<file path="src/rtl/rf_pkg.sv">
// Shared parameters and FSM state encoding for the register-file burst sequencer.
package rf_pkg;
  localparam int RF_AW    = 3;
  localparam int RF_DW    = 8;
  localparam int RF_DEPTH = 1 << RF_AW;
  localparam int RF_CW    = 4;

  typedef enum logic [2:0] {IDLE, WRITE, RD_ADDR, RD_OUT, DONE} state_t;
endpackage

</file>
<file path="src/rtl/rf_seq_ctrl_if.sv">
// Write-stream and read-stream bundle between a byte source/sink and the sequencer.
// A beat moves on any posedge where valid && ready; the valid side keeps data and valid
// stable until that edge, and ready may change freely.
interface rf_seq_ctrl_if #(parameter int DW = 8);
  logic [DW-1:0] in_data;
  logic          in_valid;
  logic          in_ready;
  logic [DW-1:0] out_data;
  logic          out_valid;
  logic          out_ready;

  modport master (output in_data, in_valid, out_ready,
                  input  in_ready, out_data, out_valid);
  modport slave  (input  in_data, in_valid, out_ready,
                  output in_ready, out_data, out_valid);
endinterface

</file>
<file path="src/rtl/rf_addr_cnt.sv">
// Loadable wrap-around address counter with a clamped remaining-entries down-counter.
module rf_addr_cnt #(
  parameter int AW = 3,
  parameter int CW = 4
) (
  input  logic          clk,
  input  logic          rst_n,
  input  logic          load,
  input  logic [AW-1:0] base,
  input  logic [CW-1:0] len,
  input  logic          step,
  output logic [AW-1:0] addr,
  output logic          last
);
  localparam logic [CW-1:0] DEPTH = CW'(1 << AW);

  logic [CW-1:0] remaining;

  always_ff @(posedge clk or negedge rst_n) begin
    if (!rst_n) begin
      addr      <= '0;
      remaining <= '0;
    end else if (load) begin
      addr      <= base;
      remaining <= (len > DEPTH) ? DEPTH : len;
    end else if (step) begin
      addr      <= addr + AW'(1);
      remaining <= remaining - CW'(1);
    end
  end

  assign last = (remaining == CW'(1));
endmodule

</file>
<file path="src/rtl/rf_seq_ctrl.sv">
// Burst sequencer in front of reg8: streams bytes into consecutive RF entries or
// scans consecutive entries out as a byte stream. Every output is registered.
module rf_seq_ctrl
  import rf_pkg::*;
#(
  parameter int AW = RF_AW,
  parameter int DW = RF_DW,
  parameter int CW = RF_CW
) (
  input  logic          clk,
  input  logic          rst_n,
  input  logic          start_wr,
  input  logic          start_rd,
  input  logic [AW-1:0] base_addr,
  input  logic [CW-1:0] count,
  rf_seq_ctrl_if.slave  strm,
  output logic          busy,
  output logic          done,
  output logic [AW-1:0] rf_addr,
  output logic [DW-1:0] rf_din,
  output logic          rf_wen,
  input  logic [DW-1:0] rf_dout,
  output state_t        fsm_state
);
  state_t        state, state_nx;
  logic          in_ready_q, in_ready_nx;
  logic          out_valid_q, out_valid_nx;
  logic [DW-1:0] out_data_q, out_data_nx;
  logic [AW-1:0] rf_addr_q, rf_addr_nx;
  logic [DW-1:0] rf_din_q, rf_din_nx;
  logic          rf_wen_q, rf_wen_nx;
  logic          busy_q, done_q;
  logic          cnt_load, cnt_step, cnt_last;
  logic [AW-1:0] cur_addr, next_addr;
  logic          wr_hs, rd_hs;

  rf_addr_cnt #(.AW(AW), .CW(CW)) u_cnt (
    .clk   (clk),
    .rst_n (rst_n),
    .load  (cnt_load),
    .base  (base_addr),
    .len   (count),
    .step  (cnt_step),
    .addr  (cur_addr),
    .last  (cnt_last)
  );

  assign next_addr = cur_addr + AW'(1);
  assign wr_hs     = (state == WRITE) && strm.in_valid && in_ready_q;
  assign rd_hs     = (state == RD_OUT) && out_valid_q && strm.out_ready;

  always_comb begin
    state_nx     = state;
    in_ready_nx  = in_ready_q;
    out_valid_nx = out_valid_q;
    out_data_nx  = out_data_q;
    rf_addr_nx   = rf_addr_q;
    rf_din_nx    = rf_din_q;
    rf_wen_nx    = 1'b0;
    cnt_load     = 1'b0;
    cnt_step     = 1'b0;
    case (state)
      IDLE: begin
        if (start_wr) begin
          cnt_load = 1'b1;
          if (count == '0) begin
            state_nx = DONE;
          end else begin
            state_nx    = WRITE;
            in_ready_nx = 1'b1;
          end
        end else if (start_rd) begin
          cnt_load = 1'b1;
          if (count == '0) begin
            state_nx = DONE;
          end else begin
            state_nx   = RD_ADDR;
            rf_addr_nx = base_addr;
          end
        end
      end
      WRITE: begin
        if (wr_hs) begin
          rf_wen_nx  = 1'b1;
          rf_din_nx  = strm.in_data;
          rf_addr_nx = cur_addr;
          cnt_step   = 1'b1;
          if (cnt_last) begin
            in_ready_nx = 1'b0;
            state_nx    = DONE;
          end
        end
      end
      // rf_addr already points at the entry during this cycle, so rf_dout is settled.
      RD_ADDR: begin
        out_data_nx  = rf_dout;
        out_valid_nx = 1'b1;
        state_nx     = RD_OUT;
      end
      RD_OUT: begin
        if (rd_hs) begin
          out_valid_nx = 1'b0;
          cnt_step     = 1'b1;
          if (cnt_last) begin
            state_nx = DONE;
          end else begin
            state_nx   = RD_ADDR;
            rf_addr_nx = next_addr;
          end
        end
      end
      DONE:    state_nx = IDLE;
      default: state_nx = IDLE;
    endcase
  end

  always_ff @(posedge clk or negedge rst_n) begin
    if (!rst_n) begin
      state       <= IDLE;
      in_ready_q  <= 1'b0;
      out_valid_q <= 1'b0;
      out_data_q  <= '0;
      rf_addr_q   <= '0;
      rf_din_q    <= '0;
      rf_wen_q    <= 1'b0;
      busy_q      <= 1'b0;
      done_q      <= 1'b0;
    end else begin
      state       <= state_nx;
      in_ready_q  <= in_ready_nx;
      out_valid_q <= out_valid_nx;
      out_data_q  <= out_data_nx;
      rf_addr_q   <= rf_addr_nx;
      rf_din_q    <= rf_din_nx;
      rf_wen_q    <= rf_wen_nx;
      busy_q      <= (state_nx != IDLE);
      done_q      <= (state_nx == DONE);
    end
  end

  assign strm.in_ready  = in_ready_q;
  assign strm.out_valid = out_valid_q;
  assign strm.out_data  = out_data_q;
  assign rf_addr        = rf_addr_q;
  assign rf_din         = rf_din_q;
  assign rf_wen         = rf_wen_q;
  assign busy           = busy_q;
  assign done           = done_q;
  assign fsm_state      = state;
endmodule

</file>
<file path="src/flat_wrapper.sv">
// flat-port wrapper written by rule: the top's interface ports become plain ports
module rf_seq_ctrl_flat import rf_pkg::*;
#(
  parameter int AW = RF_AW,
  parameter int DW = RF_DW,
  parameter int CW = RF_CW
)
  (clk, rst_n, start_wr, start_rd, base_addr, count, busy, done, rf_addr, rf_din, rf_wen, rf_dout, fsm_state, strm_in_data, strm_in_valid, strm_out_ready, strm_in_ready, strm_out_data, strm_out_valid);
  rf_seq_ctrl_if #(.DW(DW)) strm_i ();
  input  logic clk;
  input  logic rst_n;
  input  logic start_wr;
  input  logic start_rd;
  input  logic [AW-1:0] base_addr;
  input  logic [CW-1:0] count;
  output logic busy;
  output logic done;
  output logic [AW-1:0] rf_addr;
  output logic [DW-1:0] rf_din;
  output logic rf_wen;
  input  logic [DW-1:0] rf_dout;
  output state_t fsm_state;
  input wire logic [$bits(strm_i.in_data)-1:0] strm_in_data;
  input wire logic [$bits(strm_i.in_valid)-1:0] strm_in_valid;
  input wire logic [$bits(strm_i.out_ready)-1:0] strm_out_ready;
  output wire logic [$bits(strm_i.in_ready)-1:0] strm_in_ready;
  output wire logic [$bits(strm_i.out_data)-1:0] strm_out_data;
  output wire logic [$bits(strm_i.out_valid)-1:0] strm_out_valid;
  assign strm_i.in_data = strm_in_data;
  assign strm_i.in_valid = strm_in_valid;
  assign strm_i.out_ready = strm_out_ready;
  assign strm_in_ready = strm_i.in_ready;
  assign strm_out_data = strm_i.out_data;
  assign strm_out_valid = strm_i.out_valid;
  rf_seq_ctrl #(.AW(AW), .DW(DW), .CW(CW)) u_core (.clk(clk), .rst_n(rst_n), .start_wr(start_wr), .start_rd(start_rd), .base_addr(base_addr), .count(count), .strm(strm_i), .busy(busy), .done(done), .rf_addr(rf_addr), .rf_din(rf_din), .rf_wen(rf_wen), .rf_dout(rf_dout), .fsm_state(fsm_state));
endmodule
</file>
<file path="config.mk">
export PLATFORM = sky130hd
export DESIGN_NAME = rf_seq_ctrl_flat
export DESIGN_NICKNAME = d
export VERILOG_FILES = /design/src/rtl/rf_pkg.sv /design/src/rtl/rf_seq_ctrl_if.sv /design/src/rtl/rf_addr_cnt.sv /design/src/rtl/rf_seq_ctrl.sv /design/src/flat_wrapper.sv
export SDC_FILE = /design/constraint.sdc
export NUM_CORES = 1
export LEC_CHECK = 0
export CORE_MARGIN = 3
export CORE_UTILIZATION = 41
export CTS_CLUSTER_DIAMETER = 100
export DETAILED_ROUTE_END_ITERATION = 6
export GPL_TIMING_DRIVEN = 0
export HOLD_SLACK_MARGIN = 0.08
export PLACE_DENSITY_LB_ADDON = 0.08
export SYNTH_ARGS = -nofsm -noshare
export SYNTH_HDL_FRONTEND = slang
export SYNTH_SLANG_ARGS = --single-unit
</file>
<file path="constraint.sdc">
create_clock -name clk -period 1.73 [get_ports clk]
set_clock_uncertainty 0.1 [all_clocks]
set_input_delay 0.346 -clock clk [delete_from_list [all_inputs] [get_ports clk]]
set_output_delay 0.346 -clock clk [all_outputs]
set_load 0.01 [all_outputs]
</file>
After elaboration in Yosys (flattened, before gate mapping):

Cells that the tools add are included.

* output and inout port bits: 27
* bits in latches: 0
* register bits after elaboration: 34
* bits in read-only memories: 0
* logic and storage cells: 77
* input bits: 29
* memory bits (writable): 0
* memories kept: 0

* div/mod/pow operators: 0
* reductions and logical operators: 15
* bitwise gates (word level): 0
* add/sub/neg operators: 2
* eq/ne operators: 13
* magnitude comparators: 1
* muxes and demuxes: 35
* shift-type cells: 0
* $mul: 0

Operators with widths (count)
* $mux 3: 16
* $mux 4: 3
* $pmux 3 s4: 1
* $mux 1: 11
* $ne 2x2->1 const B: 5
* $pmux 3 s3: 1
* $reduce_and 7->1: 1
* $eq 3x2->1 const B: 2
* $ne 2x1->1 const B: 3
* $pmux 1 s2: 3
* $reduce_bool 2->1: 3
* $reduce_bool 3->1: 2
* $reduce_and 5->1: 1
* $eq 4x1->1 const B: 1
* $gt 4x4->1 const B: 1
* $logic_and 1x1->1: 4
* $logic_not 4->1: 1
* $reduce_and 2->1: 2
* $sub 4x1->4 const B: 1
* $add 3x1->3 const B: 1
* $eq 3x1->1 const B: 1
* $eq 3x3->1 const B: 1
* $logic_not 3->1: 1

Logic depth before layout (Yosys ltp):

* depth after elaboration: 7
* depth in mapped cells: 6

By module:

From an unflattened synthesis, not the netlist that was laid out.

* cells, all modules: 132
* area, all modules: 1611.5 um^2

Modules (own cells, without submodules)
* rf_seq_ctrl: area an instance 1197.4 um^2, sequential area each 675.6 um^2, cells an instance 94, instances 1
* rf_addr_cnt: area an instance 414.1 um^2, sequential area each 175.2 um^2, cells an instance 38, instances 1

Worst setup path before layout:

Ideal clock, no wire load.

* path kind: flip-flop to flip-flop
* start point: reg u_core.u_cnt.remaining[1]
* end point: reg u_core.rf_addr_q[0] (netlist: u_core.rf_addr[0])
* cell stages (with the launch flop): 7
* path buffers: 0
* slack: -62 ps
* arrival time: 1567 ps
* clock period less this slack: 1792 ps
* path through: dfrtp_1 -> inv_1 -> ha_1 -> nor3b_1 -> nor3_2 -> nor3_4 -> mux2_4

* longest elaborated chain between the ends: 3

RTL lines
* start, declared: line rf_addr_cnt.sv:17 `logic [CW-1:0] remaining;`
* start signal, assigned: line rf_addr_cnt.sv:25 `remaining <= (len > DEPTH) ? DEPTH : len;`
* start signal, assigned: line rf_addr_cnt.sv:28 `remaining <= remaining - CW'(1);`
* $eq 4x1->1: line rf_addr_cnt.sv:32 `assign last = (remaining == CW'(1));`
* $ne 2x2->1 (no line)
* $reduce_and 7->1 (no line)
* end signal, assigned: line rf_seq_ctrl.sv:133 `rf_addr_q <= rf_addr_nx;`
* end, declared: line rf_seq_ctrl.sv:29 `logic [AW-1:0] rf_addr_q, rf_addr_nx;`

Every way passes these cells.
A chain may end at the register's enable or synchronous reset.

Final worst setup path:

* start point: reg u_core.u_cnt.remaining[1]
* end point: reg u_core.busy_q (netlist: u_core.busy)

* longest elaborated chain between the ends: 5
* elaborated cells between the ends (all ways): 7

RTL lines
* $eq 4x1->1 *: line rf_addr_cnt.sv:32
* $mux 3 (on tied branches): line rf_seq_ctrl.sv:88, rf_seq_ctrl.sv:104
* $mux 3 (on tied branches): line rf_seq_ctrl.sv:83, rf_seq_ctrl.sv:101
* $pmux 3 s4 *: line rf_seq_ctrl.sv:62 `case (state)`
* $reduce_bool 3->1 *: line rf_seq_ctrl.sv:136 `busy_q <= (state_nx != IDLE);`
* end signal, assigned: line rf_seq_ctrl.sv:136
* end, declared: line rf_seq_ctrl.sv:32 `logic busy_q, done_q;`

Mark *: on every way between the ends. The rest lies on a longest branch, timed or not.

==> impl_metrics.json <==
{
  "grtUsageTotal_pct": 17.8,
  "io_pins": 56,
  "via_per_inst": 5.29,
  "final.setup.tns_ps": -20.4,
  "diodes": 0,
  "first_pass_iters": 4,
  "fin_util_pct": 69.2,
  "drv_slew": 0,
  "clock_sinks": 34,
  "p_leak_nw": 1.24,
  "min_period_ps": 1750,
  "ir_worst_vdd_v": 0.000661,
  "synth.avg_cell_area_um2": 12.3,
  "setup_viol": 1,
  "cts_buffers": 5,
  "routed_wl_um": 4280,
  "grt_pass1_wl_um": 6930,
  "grt_overflow_total": 0,
  "synth_top_area_share_pct": 50.0,
  "syn_inst": 138,
  "yosysTopAreaCell": "dfrtp_1",
  "rows": 22,
  "p_int_mw": 1.19,
  "final_layout_size_suffix_gt1_share_pct": 35.3,
  "violations": "negative setup slack",
  "io_buffers": 55,
  "syn_to_final_growth_pct": 55.7,
  "worst_slew_pin_slew_ps": 743,
  "path_max_fanout": 2,
  "core-area_um2": 3830,
  "die_width_um": 70.4,
  "insertion_delay_ps": 280,
  "dp.final_hpwl_um": 2880,
  "grt_max_degree": 35,
  "clock-root-buffer": "clkbuf_8",
  "pwr-share-seq_pct": 53.3,
  "ys_seq_area_share_pct": 50.0,
  "synthDistinctLibCells": 43,
  "p_comb_share_pct": 7.7,
  "dpl_worst_slack_ps": -449,
  "die_h_um": 70.4,
  "start_util_pct": 44.5,
  "layout_common_cells": "clkdlybuf4s50_1, dfrtp_1, mux2_2, buf_4, inv_1",
  "worstSetupPathType": "register to register",
  "wl_per_cell_um": 16.1,
  "critPathArrivalTime_ps": 1820,
  "initialDrtViolationCount": 66,
  "antenna_found_initial": 0,
  "ant_nets": 0,
  "n_fill_cell": 276,
  "fmax_mhz": 571,
  "gp_congestion": 0.740,
  "clk_pin_slew_ps": 60,
  "hold_path.class": "input pin to register",
  "maxSlewHeadroom_pct": 50.5,
  "drc": 0,
  "final-instance-count-excl-fill": 266,
  "cap_violations": 0,
  "critPathLaunchType": "register",
  "outcome": "finished, violations left",
  "cts_tree": "yes",
  "p_sw_mw": 0.314,
  "whs_ps": 384,
  "fin_ws_ps": -20.4,
  "required_ps": 1800,
  "finalHoldViolCount": 0,
  "nets": 249,
  "grt_pass1_vias": 1450,
  "ys_warn_count": 0,
  "ys_seq_elements": 34,
  "vias": 1407,
  "period_share_pct": 101,
  "switching_share_pct": 20.9,
  "die_area_um2": 4960,
  "clockBufferDepth": 2,
  "h-tree-depth": 2,
  "synth_area_leaders": "dfrtp_1, mux2_2, o21ai_0, ha_1, inv_1",
  "layout_commonest_cell": "clkdlybuf4s50_1",
  "synth_area_um2": 1700,
  "rsz0062_at_grt": "true",
  "dp_cells": 241,
  "power_density_nw_per_um2": 567,
  "clkPwrFrac_pct": 39.1,
  "end_kind": "register",
  "place_area_um2": 2310,
  "synth_nets": 170,
  "post-route-cell-area_um2": 2650,
  "p_total_mw": 1.50
}
-- cells by family (layout without fill, tap and decap cells) --
| logic type | after synthesis | in the layout | synth area share, % |
|---|---|---|---|
| flops | 34 | 34 | 50.0 |
| simple gates | 32 | 32 | 13.0 |
| compound gates | 29 | 29 | 13.4 |
| mux | 23 | 23 | 15.4 |
| buf+inv | 15 | 95 | 4.93 |
| fa+ha+maj | 3 | 3 | 2.21 |
| xor+xnor | 2 | 2 | 1.03 |
-- state kept, by name, summed over array words and instances (netlist names) --
signal / count
u_core.strm.in_ready: 1
u_core.strm.out_data: 8
u_core.strm.out_valid: 1
u_core.done: 1
u_core.u_cnt.remaining: 4
u_core.u_cnt.addr: 3
u_core.rf_wen: 1
u_core.fsm_state: 3
u_core.rf_din: 8
u_core.busy: 1
u_core.rf_addr: 3
-- layout make-up --
type	instances	area (um2)	share of cell area, %
repair buffers	72	682	25.7
well taps	48	60.1	2.27
flip-flops and latches	34	857	32.4
clock inverters	1	5.00	0.189
inverters	10	37.5	1.42
multi-input cells	89	868	32.8
clock buffers	7	86.3	3.26
plain buffers	5	52.6	1.98
-- power groups by stage --
stage / clock (mW) / combinational [mW] / sequential (mW)
6_report: 0.587 / 0.115 / 0.801
5_1_grt: 0.640 / 0.125 / 0.801
4_1_cts: 0.602 / 0.115 / 0.801
3_5_place_dp: 0 / 0.111 / 0.816
3_3_place_gp: 0 / 0.109 / 0.815
2_1_floorplan: 0 / 0.0123 / 0.818
-- layer usage --
metal	GRT usage, %	part of all wire, %	up-vias
met5	0	0	-
met3	4.32	5.5	9
met1	21.4	39	687
met2	29.5	52	54
met4	8.94	2.7	0
li1	-	-	657
-- what timing repair did --
item	CTS	global route
endpoints found under the hold margin	34	0
gates resized for setup	19	21
hold buffers	1	0
setup buffers	6	9
gates cloned	0	1
endpoints found under the setup margin	21	30
pin swaps	5	7
-- worst paths after layout --
path	start	to	slack [ps]	cells after the start
min in group asynchronous	rst_n	u_core.rf_addr[2]$_DFFE_PN0P_	570	2
max in group asynchronous	rst_n	u_core.strm.in_ready$_DFFE_PN0P_	440	2
worst min-delay path	start_wr	u_core.strm.in_ready$_DFFE_PN0P_	380	3
worst max-delay path	u_core.u_cnt.remaining[1]$_DFFE_PN0P_	u_core.busy$_DFF_PN0_	-20	6
worst max register to register	u_core.u_cnt.remaining[1]$_DFFE_PN0P_	u_core.busy$_DFF_PN0_	-20	6
worst min register to register	u_core.strm.out_data[1]$_DFFE_PN0P_	u_core.strm.out_data[1]$_DFFE_PN0P_	410	1
-- synthesized netlist by cell type --
master / instances
ha_1: 3
nand3_2: 1
nor3_4: 1
inv_1: 10
a32oi_1: 2
o311ai_0: 1
a211o_1: 2
or3b_1: 1
nor3_2: 1
or4_1: 1
nor2_4: 1
buf_6: 3
buf_4: 1
a221oi_1: 1
a21oi_4: 1
nor3b_2: 1
a22o_1: 2
o21ai_0: 8
or2_1: 1
a31oi_1: 1
a21o_1: 1
mux2i_1: 3
buf_2: 1
dfrtp_1: 34
nand2b_1: 3
nand3b_2: 1
nand3_1: 1
xnor2_1: 2
nor3_1: 5
o21ai_1: 1
and2_1: 1
nor2_1: 4
a2111oi_4: 1
nor3b_1: 1
mux2_4: 2
nor4_4: 1
mux2_2: 18
nand2_1: 6
o21ba_2: 1
o21a_1: 1
and3_1: 1
a211oi_1: 3
a21oi_1: 3
-- critical path, stage by stage, from the launching register on --
cell     delay (ps)
dfrtp_1         390
inv_2           100
ha_4            140
or3b_4          390
o21ai_2         120
o21ai_1         100
a211o_1         300
No activity file was read; power rests on OpenSTA's default activity.
